$ cat config.mk
export PLATFORM = sky130hd
export DESIGN_NAME = vga_timing_monitor
export DESIGN_NICKNAME = d
export VERILOG_FILES = /design/src/rtl/vga_timing_monitor.sv
export SDC_FILE = /design/constraint.sdc
export NUM_CORES = 1
export LEC_CHECK = 0
export CAP_MARGIN = 15
export CORE_ASPECT_RATIO = 0.75
export CORE_MARGIN = 1
export CORE_UTILIZATION = 35
export DETAILED_ROUTE_END_ITERATION = 8
export PLACE_DENSITY = 0.56
export SLEW_MARGIN = 20
export SYNTH_ARGS = -nofsm -noshare
export SYNTH_HDL_FRONTEND = slang
export SYNTH_SLANG_ARGS = --single-unit
$ cat constraint.sdc
create_clock -name clk -period 2.74 [get_ports clk]
set_input_delay 0.274 -clock clk [delete_from_list [all_inputs] [get_ports clk]]
set_output_delay 0.274 -clock clk [all_outputs]
set_load 0.005 [all_outputs]
$ cat src/rtl/vga_timing_monitor.sv
`default_nettype none
// ============================================================================
// vga_timing_monitor : measures hsync/vsync timing and reports timing lock.
// Revision 1.0 - initial release
// ============================================================================
module vga_timing_monitor #(
  parameter int CW          = 16,
  parameter bit HS_POL      = 1'b0,
  parameter bit VS_POL      = 1'b0,
  parameter int LOCK_FRAMES = 2
) (
  input  logic          clk,
  input  logic          reset_n,
  input  logic          vga_hs,
  input  logic          vga_vs,
  output logic [CW-1:0] h_total,
  output logic [CW-1:0] h_sync,
  output logic [CW-1:0] v_total,
  output logic [CW-1:0] v_sync,
  output logic          frame_valid,
  output logic          locked,
  output logic [CW-1:0] frame_count
);

  localparam int              c_mw      = $clog2(LOCK_FRAMES + 1);
  localparam logic [CW-1:0]   c_sat     = '1;
  localparam logic [CW-1:0]   c_one     = CW'(1);
  localparam logic [CW-1:0]   c_pre_sat = c_sat - c_one;
  localparam logic [c_mw-1:0] c_lock    = c_mw'(LOCK_FRAMES);
  localparam logic [c_mw-1:0] c_m_one   = c_mw'(1);

  typedef enum logic [1:0] {
    S_SEARCH  = 2'd0,
    S_MEASURE = 2'd1,
    S_LOCKED  = 2'd2
  } state_t;

  // [1:0] synchronizer (already polarity-normalised), [2] previous sample
  logic [2:0]      r_hs_sync, r_vs_sync;
  logic [CW-1:0]   r_hcnt, r_hwcnt, r_vcnt, r_vwcnt;
  logic [CW-1:0]   r_h_meas, r_hsw_meas, r_vsw_meas;
  state_t          r_state, w_state_nxt;
  logic [c_mw-1:0] r_match, w_match_nxt;
  logic            w_locked_nxt, w_publish, w_fc_inc;

  logic w_hs_a, w_vs_a, w_hs_lead, w_hs_trail, w_vs_lead, w_vs_trail, w_timeout, w_same;
  logic [4*CW-1:0] w_tuple;

  assign w_hs_a     = r_hs_sync[1];
  assign w_vs_a     = r_vs_sync[1];
  assign w_hs_lead  =  r_hs_sync[1] & ~r_hs_sync[2];
  assign w_hs_trail = ~r_hs_sync[1] &  r_hs_sync[2];
  assign w_vs_lead  =  r_vs_sync[1] & ~r_vs_sync[2];
  assign w_vs_trail = ~r_vs_sync[1] &  r_vs_sync[2];
  // One-shot: fires on the clock where hcnt steps onto its saturation value
  assign w_timeout  = ~w_hs_lead & (r_hcnt == c_pre_sat);
  // Line count is taken live so the frame that just closed is reported
  assign w_tuple    = {r_h_meas, r_hsw_meas, r_vcnt, r_vsw_meas};
  assign w_same     = (w_tuple == {h_total, h_sync, v_total, v_sync});

  function automatic logic [CW-1:0] sat_inc(input logic [CW-1:0] v);
    return (v == c_sat) ? v : v + c_one;
  endfunction

  always_ff @(posedge clk or negedge reset_n) begin
    if (!reset_n) begin
      r_hs_sync  <= '0;
      r_vs_sync  <= '0;
      r_hcnt     <= '0;
      r_hwcnt    <= '0;
      r_vcnt     <= '0;
      r_vwcnt    <= '0;
      r_h_meas   <= '0;
      r_hsw_meas <= '0;
      r_vsw_meas <= '0;
    end else begin
      r_hs_sync <= {r_hs_sync[1:0], vga_hs ~^ HS_POL};
      r_vs_sync <= {r_vs_sync[1:0], vga_vs ~^ VS_POL};

      if (w_hs_lead) begin
        r_hcnt   <= c_one;
        r_h_meas <= r_hcnt;
        r_hwcnt  <= c_one;
      end else begin
        r_hcnt <= sat_inc(r_hcnt);
        if (w_hs_a) r_hwcnt <= sat_inc(r_hwcnt);
      end
      if (w_hs_trail) r_hsw_meas <= r_hwcnt;

      // A coincident hsync edge belongs to the frame that is starting
      if (w_vs_lead) begin
        r_vcnt  <= w_hs_lead ? c_one : '0;
        r_vwcnt <= w_hs_lead ? c_one : '0;
      end else if (w_hs_lead) begin
        r_vcnt <= sat_inc(r_vcnt);
        if (w_vs_a) r_vwcnt <= sat_inc(r_vwcnt);
      end
      if (w_vs_trail) r_vsw_meas <= r_vwcnt;
    end
  end

  always_comb begin
    w_state_nxt  = r_state;
    w_match_nxt  = r_match;
    w_locked_nxt = locked;
    w_publish    = 1'b0;
    w_fc_inc     = 1'b0;
    if (w_timeout) begin
      w_state_nxt  = S_SEARCH;
      w_match_nxt  = '0;
      w_locked_nxt = 1'b0;
    end else if (w_vs_lead) begin
      case (r_state)
        S_SEARCH: begin
          w_state_nxt = S_MEASURE;
          w_match_nxt = '0;
        end
        S_MEASURE: begin
          w_publish   = 1'b1;
          w_match_nxt = ((r_match == '0) || w_same) ? r_match + c_m_one : c_m_one;
          if (w_match_nxt == c_lock) begin
            w_state_nxt  = S_LOCKED;
            w_locked_nxt = 1'b1;
          end
        end
        S_LOCKED: begin
          w_publish = 1'b1;
          if (w_same) begin
            w_fc_inc = 1'b1;
          end else begin
            w_state_nxt  = S_MEASURE;
            w_locked_nxt = 1'b0;
            w_match_nxt  = c_m_one;
          end
        end
        default: begin
          w_state_nxt  = S_SEARCH;
          w_match_nxt  = '0;
          w_locked_nxt = 1'b0;
        end
      endcase
    end
  end

  always_ff @(posedge clk or negedge reset_n) begin
    if (!reset_n) begin
      r_state     <= S_SEARCH;
      r_match     <= '0;
      h_total     <= '0;
      h_sync      <= '0;
      v_total     <= '0;
      v_sync      <= '0;
      frame_valid <= 1'b0;
      locked      <= 1'b0;
      frame_count <= '0;
    end else begin
      r_state     <= w_state_nxt;
      r_match     <= w_match_nxt;
      frame_valid <= w_publish;
      locked      <= w_locked_nxt;
      if (w_publish) {h_total, h_sync, v_total, v_sync} <= w_tuple;
      if (w_fc_inc) frame_count <= frame_count + c_one;
    end
  end

endmodule
`default_nettype wire

# Word-level counts from Yosys, hierarchy flattened
# Index checks and enable logic that the tools add are counted.
# classes
addsub	6
reduce_logical	14
n_mux	34
n_eq_ne	16
n_bitwise	12
# ops
cell	n
two-way mux 16 bit	12
adder 16 x 1 -> 16 bit, second input constant	5
== test 16 bit, second input constant	5
== test 64 bit	1
two-way mux 2 bit	7
two-way mux 1 bit	12
!= test 2 bit, second input constant	5
nonzero test 2 bit	4
inverter 1 bit	7
!= test 3 bit, second input constant	2
case mux 2 bit (3 select lines)	1
AND reduction 2 bit	3
AND reduction 3 bit	2
AND 1 bit	5
== test 2 bit, second input constant	2
zero test 2 bit	2
case mux 2 bit (2 select lines)	1
AND reduction 4 bit	1
case mux 1 bit (3 select lines)	1
adder 2 x 1 -> 2 bit, second input constant	1
== test 2 x 1 -> 1 bit, second input constant	1
OR reduction 2 bit	1
logical OR 1 bit	1
# word_totals
ff_bits	204
word_cells	100
out_inout_bits	82
input_bits	4

# Logic depth before layout (Yosys ltp)
# Gate-level depths: netlist of the first run.
# logic_depth
word_depth	8
ltp_mapped	10
depth_no_buf	8

# Worst setup path before layout of the first run
# No wires, ideal clock.
# synth_timing
path_kind	reg-to-reg
startpoint	reg r_vcnt[12]
endpoint	reg frame_count[1]
path_slack_ns	0.480
stages_incl_launch_ff	9
synth_period_minus_slack_ns	2.260
required_time_ns	2.613
setup_time_ns	0.127
arrival_ns	2.133
n_path_buf	2
path_cell_list	dfrtp_1 -> buf_6 -> xor2_1 -> nor4_1 -> nand4_1 -> nor4_4 -> and4_4 -> buf_6 -> mux2_1
# synth_between
elab_chain_cells	5
# synth_rtl
element	line	text
from (decl)	40	logic [CW-1:0] r_hcnt, r_hwcnt, r_vcnt, r_vwcnt;
from (signal assigned)	92	r_vcnt <= w_hs_lead ? c_one : '0;
from (signal assigned)	95	r_vcnt <= sat_inc(r_vcnt);
== test 64 bit	59	assign w_same = (w_tuple == {h_total, h_sync, v_total, v_sync});
two-way mux 1 bit	128	if (w_same) begin
two-way mux 1 bit	113	case (r_state)
two-way mux 1 bit	112	end else if (w_vs_lead) begin
two-way mux 1 bit	108	if (w_timeout) begin
to (signal assigned)	162	if (w_fc_inc) frame_count <= frame_count + c_one;
to (decl)	22	output logic [CW-1:0] frame_count
# Every way passes these cells.
# A chain may end at the register's enable or synchronous reset.

# Final worst setup path of the first run
# layout_timing
startpoint	reg r_vcnt[4]
endpoint	reg r_vcnt[6]
# layout_between
elab_chain_cells	4
elab_cells_between_ends	7
classes_between	add/sub: 1; eq/ne: 2; mux: 3; reduce/logical: 1
# layout_rtl
element	line	text
adder 16 x 1 -> 16 bit	62	return (v == c_sat) ? v : v + c_one;
two-way mux 16 bit	62	
two-way mux 16 bit	94	end else if (w_hs_lead) begin
two-way mux 16 bit	91	if (w_vs_lead) begin
# Parallel ways exist; a longest one is shown, timed or not. The select of a mux whose other input is x is not followed.

==> impl_summary.txt, run 1 <==
----------------------------------------------------
[Run status]
  Status ... finished clean

[Floorplan]
  I/O pin count ... 86
  Floorplan die area ... between 20000 and 30000 um2
  Width of the chip ... approximately 190 um
  Initial core utilization ... 35.9%
  Die Ht ... about 140 um
  Core footprint ... about 26000 um2
  Placement row count ... ~50

[Final layout]
  Total of fill cells in the finished design ... between 2000 and 3000
  Share of cells above drive strength 1 ... around a tenth
  Post-layout net count ... 1076
  Count of antenna diodes in the layout ... 0
  Final Non-Filler Cells ... between 1000 and 1500
  Synth-to-layout area growth ... 22.5%

[Clocking]
  Clock latency on the worst-skew pair ... a little over 0.5 ns
  CTS tree ... built
  Root buf cell ... sky130_fd_sc_hd__clkbuf_16
  Maximum clock insertion buffer count ... 3
  Max H-tree Level ... 1
  Number of sinks on the clock net ... around 200
  CTS buffer count ... 22
  Post-CTS repair timing setup buffer count ... 0
  Clock edge transition at the registers on the reported setup and hold paths ... around 0.06 ns

[Global routing]
  Maximum number of pins on one net before global-route repair ... 57
  Aggregate global routing overflow ... 0
  Antenna violations before repair ... 0
  Via count of the first global-routing pass ... roughly 6600
  Total routing resource utilization after global routing ... a little under a fifth
  Global-route wire length before repair ... around 38000 um

[STA]
  Max-slew violations ... 0
  Final count of hold timing violations ... 0
  Setup TNS ... 0 ns
  Unrepaired setup endpoints after global routing ... no
  Max-slew headroom at the worst pin ... a little over two fifths
  Final min period ... ~2.5 ns
  Transition time at the pin with the least slew margin ... 0.853 ns
  Highest achievable clock rate ... between 300 and 400 MHz
  Final cycle utilization of the critical path ... between 90% and 100%
  Worst clock skew ... between 0.008 and 0.009 ns
  Total of endpoints with negative setup slack in the final report ... 0

[Yosys]
  Primary FF master, synth ... sky130_fd_sc_hd__dfrtp_1
  Mapped Cells ... slightly below 1000
  Post-synth design cell area ... about 9400 um2
  Synthesized flop and latch total ... 204
  Mean instance size in the synthesized netlist ... about 9.7 um2
  Number of distinct library cell variants in the gate-level netlist after synthesis ... 51
  Share of async-settable or async-resettable flops after synthesis ... 100%
  Synth Net Count ... slightly below 1000
  Number of synthesized flops with an enable pin ... 0
  Synth warn ... 0
  Seq/Total Area, Yosys ... a little over half

[Worst setup path]
  CP startpoint kind ... flip-flop
  Reg2reg setup slack ... roughly 0.19 ns
  Type of destination of the critical path ... flip-flop
  Startpoint-to-endpoint class of the critical path ... flip-flop to flip-flop
  Worst Path Max Fanout ... 7
  Data required time at the worst endpoint ... between 3 and 4 ns
  Signal arrival time at the worst endpoint ... 2.93 ns
  Destination of the worst register-to-register timing path ... r_vcnt[6]
  End point of the critical path ... r_vcnt[6]
  Beginning of the worst register-to-register path ... r_vcnt[4]
  Source of the critical timing path ... r_vcnt[4]
  Depth of the worst register-to-register path ... 8

[Placed design]
  GP Congestion ... ~0.80
  Post-detailed-placement half-perimeter wirelength ... 17100 um
  Number of buffers inserted by port buffering ... 85
  Post-placement cell count ... approximately 1400

[Detailed routing]
  Vias after detailed routing ... roughly 7000
  Routed Wire Length ... around 24000 um
  Post-DRT Antenna Nets ... 0
  Via-per-instance ratio ... ~4.9
  WL per Instance ... 16.8 um
  DRC ... 0
  Detailed-router iteration count before antenna repair ... 5
  Number of DRC violations after detailed-routing iteration 0 ... approximately 470

[Pwr]
  Leakage power summed over all cells ... slightly below 6 nW
  Total power divided by cell area ... 681 nW/um2
  Peak supply drop ... between 400 and 500 uV

[Hold path]
  Hold Path Class ... input pin to async pin

[Run]
  Max-cap viol count ... 0

----------------------------------------------------
-- stage by stage --
step / hold slack, ns / util, % / total power [mW] / instance area, um2 / worst slack (ns)
2_1_floorplan: -0.0216 / - / 4.21 / 9400 / 0.480
3_3_place_gp: 0.210 / 41.1 / 4.86 / 10800 / 0.103
3_5_place_dp: 0.208 / 41.1 / 4.87 / 10800 / 0.149
4_1_cts: 0.224 / 44.0 / 7.95 / 11500 / 0.139
5_1_grt: 0.253 / 44.0 / 8.23 / 11500 / 0.0286
6_report: 0.234 / 44.0 / 7.85 / 11500 / 0.191
-- sequential cells by signal, summed over array words and instances (netlist names) --
signal,flops
frame_count,16
h_total,16
r_vcnt,16
frame_valid,1
r_hs_sync,3
r_vsw_meas,16
r_state,2
r_vwcnt,16
locked,1
v_total,16
v_sync,16
r_hcnt,16
r_vs_sync,3
r_hsw_meas,16
r_hwcnt,16
r_h_meas,16
h_sync,16
r_match,2
-- worst max-delay path, stage by stage (launching register included) --
cell,delay [ns]
sky130_fd_sc_hd__dfrtp_1,0.36
sky130_fd_sc_hd__buf_4,0.15
sky130_fd_sc_hd__and4_1,0.26
sky130_fd_sc_hd__nand4_1,0.26
sky130_fd_sc_hd__nor4_1,0.70
sky130_fd_sc_hd__nor2_1,0.28
sky130_fd_sc_hd__nand4_1,0.18
sky130_fd_sc_hd__xor2_1,0.17
sky130_fd_sc_hd__nor2_1,0.05
-- layer usage --
layer  share of wire [%]  up-vias  routed length [um]  global-route usage (%)
met1                  52     3402               12500                    28.1
met3                 5.3       27                1260                    3.83
met5                   0        -                   0                       0
li1                    -     3371                   -                       -
met4                 1.5        0                 352                    3.34
met2                  41      132                9800                    25.3
-- layout by cell type (no fill, tap or decap), types with 4 or more instances in the layout --
| master | n |
|---|---|
| sky130_fd_sc_hd__dfrtp_1 | 204 |
| sky130_fd_sc_hd__nand3_1 | 25 |
| sky130_fd_sc_hd__a21oi_1 | 16 |
| sky130_fd_sc_hd__clkbuf_16 | 23 |
| sky130_fd_sc_hd__xor2_1 | 103 |
| sky130_fd_sc_hd__clkbuf_8 | 8 |
| sky130_fd_sc_hd__nor2_1 | 63 |
| sky130_fd_sc_hd__o21ai_0 | 24 |
| sky130_fd_sc_hd__buf_4 | 19 |
| sky130_fd_sc_hd__nor4_1 | 18 |
| sky130_fd_sc_hd__clkbuf_1 | 6 |
| sky130_fd_sc_hd__or3_1 | 11 |
| sky130_fd_sc_hd__ha_1 | 11 |
| sky130_fd_sc_hd__and2_1 | 4 |
| sky130_fd_sc_hd__nand4_1 | 26 |
| sky130_fd_sc_hd__buf_12 | 4 |
| sky130_fd_sc_hd__and3_1 | 12 |
| sky130_fd_sc_hd__xnor2_1 | 19 |
| sky130_fd_sc_hd__nor3_1 | 10 |
| sky130_fd_sc_hd__mux2_2 | 29 |
| sky130_fd_sc_hd__or4_1 | 5 |
| sky130_fd_sc_hd__nand2b_1 | 6 |
| sky130_fd_sc_hd__nand2_1 | 281 |
| sky130_fd_sc_hd__clkdlybuf4s50_1 | 84 |
| sky130_fd_sc_hd__inv_1 | 22 |
-- worst min-delay path by stage --
stage	end	slack (ns)
after floorplan	frame_count[0]	-0.02
after global placement	frame_count[9]	0.21
after CTS	r_vs_sync[0]	0.22
after detailed placement	frame_count[6]	0.21
after global routing	frame_count[8]	0.25
final	frame_count[8]	0.23
-- where the power goes --
part           leakage (nW)  total [mW]  internal (mW)  switching [mW]
Clock                 0.367        3.03           1.82            1.21
Sequential             2.79        3.48           3.23           0.247
Combinational          2.63        1.34          0.545           0.791
Total                  5.79        7.85           5.59            2.25
-- area by class of cell --
class	count	area, um2	area share [%]
Sequential cell	204	5100	44.3
Multi-Input combinational cell	701	4070	35.3
Timing Repair Buffer	109	1090	9.44
Clock buffer	36	694	6.03
Tap cell	344	430	3.74
Inverter	23	86.3	0.750
Clock inverter	4	45.0	0.391
-- synthesized netlist by cell type, types with 5 or more instances --
library cell                 n  share of area (%)
sky130_fd_sc_hd__a21oi_1    16               0.85
sky130_fd_sc_hd__and3_1     12               0.80
sky130_fd_sc_hd__buf_2       8               0.43
sky130_fd_sc_hd__clkbuf_1   23               0.92
sky130_fd_sc_hd__dfrtp_1   204                 54
sky130_fd_sc_hd__ha_1       11                1.5
sky130_fd_sc_hd__inv_1      22               0.88
sky130_fd_sc_hd__mux2_2     29                3.5
sky130_fd_sc_hd__nand2_1   281                 11
sky130_fd_sc_hd__nand2b_1    6               0.40
sky130_fd_sc_hd__nand3_1    25                1.3
sky130_fd_sc_hd__nand4_1    26                1.7
sky130_fd_sc_hd__nor2_1     63                2.5
sky130_fd_sc_hd__nor3_1     10               0.53
sky130_fd_sc_hd__nor4_1     20                1.3
sky130_fd_sc_hd__o21ai_0    24                1.3
sky130_fd_sc_hd__or3_1      11               0.73
sky130_fd_sc_hd__or4_1       5               0.40
sky130_fd_sc_hd__xnor2_1    19                1.8
sky130_fd_sc_hd__xor2_1    103                9.6
-- logic make-up after synthesis --
group | count (synthesis) | synth area share, %
compound gates | 57 | 3.59
flops | 204 | 54.3
simple gates | 480 | 22.9
xor+xnor | 122 | 11.4
mux | 31 | 3.70
buf+inv | 60 | 2.67
fa+ha+maj | 11 | 1.46
-- timing repair --
| action | in CTS | in global routing |
|---|---|---|
| endpoints found under the hold margin | 29 | 0 |
| endpoints found under the setup margin | 0 | 8 |
| resized for setup | 0 | 2 |
| hold buffers | 1 | 0 |
No activity file was read; power rests on OpenSTA's default activity.
==> inputs of run 2 (changes only) <==
--- a/config.mk
+++ b/config.mk
@@ -5,12 +5,11 @@
 export SDC_FILE = /design/constraint.sdc
 export NUM_CORES = 1
 export LEC_CHECK = 0
-export CAP_MARGIN = 15
 export CORE_ASPECT_RATIO = 0.75
 export CORE_MARGIN = 1
-export CORE_UTILIZATION = 35
+export CORE_UTILIZATION = 55
 export DETAILED_ROUTE_END_ITERATION = 8
-export PLACE_DENSITY = 0.56
+export PLACE_DENSITY = 0.8
 export SLEW_MARGIN = 20
 export SYNTH_ARGS = -nofsm -noshare
 export SYNTH_HDL_FRONTEND = slang
==> run 2 against run 1 <==
Cell area decreased by 2.2%; power decreased by 5.4%; critical path depth unchanged; count of clock-buffer cells in the layout decreased by 4; flip-flop and latch count unchanged; fmax decreased by 0.37%; non-clock buffer count increased by 3; via count increased by 4.0%; critical path type unchanged; largest cell class unchanged.
==> impl_summary.txt, run 2 (same netlist as run 1, synthesis figures left out) <==
----------------------------------------------------
[Hold path]
  Hold Path Class ... input pin to flip-flop (was input pin to async pin)

[Detailed routing]
  WL per Instance ... 17.4 um (was 16.8 um)
  Detailed-router iteration count before antenna repair ... 5 (unchanged)
  Met2 wirelength from detailed routing ... 9780 um (was 9800 um)
  Post-DRT Antenna Nets ... 0 (unchanged)
  Number of DRC violations after detailed-routing iteration 0 ... 636 (was 465)
  Via-per-instance ratio ... 5.59 (was 4.88)
  Vias after detailed routing ... 7210 (was 6932)
  Top layer used by detailed routing ... met4 (unchanged)
  DRT met1 WL ... 10300 um (was 12500 um)
  WL met3 ... 1990 um (was 1260 um)
  DRC ... 0 (unchanged)
  Routed Wire Length ... 22500 um (was 23900 um)

[Final layout]
  Count of antenna diodes in the layout ... 0 (unchanged)
  Share of cells above drive strength 1 ... 9.30% (was 9.56%)
  Final standard cell area without fillers ... 11300 um2 (was 11500 um2)
  Most common cell after layout, fill and taps aside ... sky130_fd_sc_hd__nand2_1 (unchanged)
  Post-layout net count ... 1077 (was 1076)
  Synth-to-layout area growth ... 19.7% (was 22.5%)
  Top library cells by usage in the layout, fill and taps aside ... sky130_fd_sc_hd__nand2_1, sky130_fd_sc_hd__dfrtp_1, sky130_fd_sc_hd__xor2_1 (unchanged)
  Total of fill cells in the finished design ... 1294 (was 2537)

[STA]
  Final min period ... 2.56 ns (was 2.55 ns)
  Unrepaired setup endpoints after global routing ... no (unchanged)
  Highest achievable clock rate ... 391 MHz (was 392 MHz)
  Final count of hold timing violations ... 0 (unchanged)
  Transition time at the pin with the least slew margin ... 0.857 ns (was 0.853 ns)
  Final cycle utilization of the critical path ... 93.4% (was 93.0%)
  Worst clock skew ... 0.0109 ns (was 0.00824 ns)
  Max-slew violations ... 0 (unchanged)
  Total of endpoints with negative setup slack in the final report ... 0 (unchanged)
  Max-slew headroom at the worst pin ... 42.8% (was 43.1%)
  Setup TNS ... 0 ns (unchanged)

[Global routing]
  Via count of the first global-routing pass ... 6903 (was 6563)
  Antenna violations before repair ... 0 (unchanged)
  Aggregate global routing overflow ... 0 (unchanged)
  Global-route wire length before repair ... 36600 um (was 38100 um)
  Total routing resource utilization after global routing ... 26.6% (was 18.0%)
  Maximum number of pins on one net before global-route repair ... 83 (was 57)

[Floorplan]
  Width of the chip ... 153 um (was 191 um)
  Placement row count ... 41 (was 51)
  I/O pin count ... 86 (unchanged)
  Die Ht ... 115 um (was 144 um)
  Initial core utilization ... 56.1% (was 35.9%)
  Floorplan die area ... 17600 um2 (was 27500 um2)
  Core footprint ... 16800 um2 (was 26200 um2)

[Placed design]
  Post-detailed-placement half-perimeter wirelength ... 15900 um (was 17100 um)
  Number of buffers inserted by port buffering ... 85 (unchanged)
  GP Congestion ... 0.939 (was 0.805)
  Placed cell areas ... 10600 um2 (was 10800 um2)

[Pwr]
  Peak supply drop ... 428 uV (was 468 uV)
  Clock share of power ... 35.7% (was 38.7%)
  Gate power share ... 17.6% (was 17.0%)
  Sequential Power Share ... 46.8% (was 44.3%)
  Total power divided by cell area ... 659 nW/um2 (was 681 nW/um2)
  Net Sw Frac ... 28.5% (was 28.7%)
  Int Pwr ... 5.30 mW (was 5.59 mW)
  Leakage power summed over all cells ... 5.74 nW (was 5.79 nW)
  Reported net switching power ... 2.12 mW (was 2.25 mW)

[Clocking]
  Maximum clock insertion buffer count ... 3 (unchanged)
  Clock latency on the worst-skew pair ... 0.50 ns (was 0.51 ns)
  Number of sinks on the clock net ... 204 (unchanged)
  Clock edge transition at the registers on the reported setup and hold paths ... 0.06 ns (about the same)
  Max H-tree Level ... 1 (unchanged)
  CTS buffer count ... 20 (was 22)
  Root buf cell ... sky130_fd_sc_hd__clkbuf_16 (unchanged)
  CTS tree ... built (unchanged)

[Worst setup path]
  Cell chain of the critical path ... xor2_1 > nor4_1 > nand4_1 > nor4_4 > buf_4 > o21ai_0 > or4_1 > o211a_1 (was buf_4 > and4_1 > nand4_1 > nor4_1 > nor2_1 > nand4_1 > xor2_1 > nor2_1)
  Worst Path Max Fanout ... 7 (unchanged)
  Signal arrival time at the worst endpoint ... 2.94 ns (was 2.93 ns)
  Critical Path Max Stage Delay ... 0.46 ns (was 0.70 ns)
  Slowest cell on crit path ... sky130_fd_sc_hd__dfrtp_1 (was sky130_fd_sc_hd__nor4_1)
  Type of destination of the critical path ... flip-flop (unchanged)
  Data required time at the worst endpoint ... 3.12 ns (about the same)
  Startpoint-to-endpoint class of the critical path ... flip-flop to flip-flop (unchanged)
  CP startpoint kind ... flip-flop (unchanged)

[Run]
  Max-cap viol count ... 0 (unchanged)

[Run status]
  Status ... finished clean (unchanged)

----------------------------------------------------
-- run 2: cell types whose count changed in the layout (fill, tap and decap cells not counted) --
cell,change
sky130_fd_sc_hd__buf_4,+3
sky130_fd_sc_hd__bufinv_16,-1
sky130_fd_sc_hd__clkbuf_16,-2
sky130_fd_sc_hd__clkbuf_8,-2
sky130_fd_sc_hd__nor2b_2,+1
sky130_fd_sc_hd__nor2b_4,-1
sky130_fd_sc_hd__nor4_1,+1
sky130_fd_sc_hd__nor4_2,-1
-- run 2: path summary, 6_finish.rpt --
| check | end | cells after the start | from | slack, ns |
|---|---|---|---|---|
| max in group asynchronous | r_h_meas[0] | 3 | reset_n | 1.58 |
| hold reg to reg | r_hs_sync[1] | 0 | r_hs_sync[0] | 0.35 |
| setup reg to reg | r_state[0] | 8 | r_vcnt[0] | 0.18 |
| setup / recovery | r_state[0] | 8 | r_vcnt[0] | 0.18 |
| hold / removal | r_hs_sync[0] | 2 | vga_hs | 0.26 |
| min in group asynchronous | r_vwcnt[3] | 2 | reset_n | 0.36 |
-- run 2: power groups by stage --
stage | clock (mW) | combinational, mW | sequential (mW)
6_report | 2.65 | 1.30 | 3.47
5_1_grt | 2.81 | 1.44 | 3.50
4_1_cts | 2.70 | 1.30 | 3.46
3_5_place_dp | 0 | 1.28 | 3.52
3_3_place_gp | 0 | 1.27 | 3.51
2_1_floorplan | 0 | 0.735 | 3.47
-- run 2: critical path: cells and delay by family, from the launching register on --
family / cells / cell delay [ns]
and+or+nand+nor: 4 / 1.33
DFF: 1 / 0.46
AOI/OAI and AO/OA: 2 / 0.24
xor gates and xnor gates: 1 / 0.21
buffers and inverters: 1 / 0.19
-- run 2: repair_timing --
action / in CTS / in global routing
endpoints found under the setup margin: 0 / 16
setup buffers: 0 / 0
gates resized for setup: 0 / 1
hold buffers: 1 / 0
endpoints found under the hold margin: 78 / 0
-- run 2: metrics by stage --
| step | cells | worst slack [ns] | util, % | total power, mW | hold slack [ns] |
|---|---|---|---|---|---|
| 2_1_floorplan | 965 | 0.480 | - | 4.21 | -0.0216 |
| 3_3_place_gp | 1254 | 0.103 | 63.3 | 4.78 | 0.335 |
| 3_5_place_dp | 1254 | 0.0405 | 63.3 | 4.80 | 0.335 |
| 4_1_cts | 1290 | 0.0277 | 67.1 | 7.46 | 0.249 |
| 5_1_grt | 1290 | 0.00927 | 67.1 | 7.75 | 0.274 |
| 6_report | 1290 | 0.181 | 67.1 | 7.42 | 0.258 |
-- run 2: layout make-up --
| type | count | area, um2 | area share, % |
|---|---|---|---|
| clock inverter | 3 | 15.0 | 0.133 |
| sequential | 204 | 5100 | 45.3 |
| timing repair buffer | 112 | 1110 | 9.86 |
| clock buffer | 32 | 617 | 5.48 |
| multi-input combinational | 701 | 4060 | 36.0 |
| tap | 215 | 269 | 2.39 |
| inverter | 23 | 86.3 | 0.767 |
-- run 2: per-layer routing --
metal,global-route usage (%),up-vias
met5,0,-
met4,6.80,0
met3,7.12,38
met2,40.2,257
met1,38.3,3540
li1,-,3375
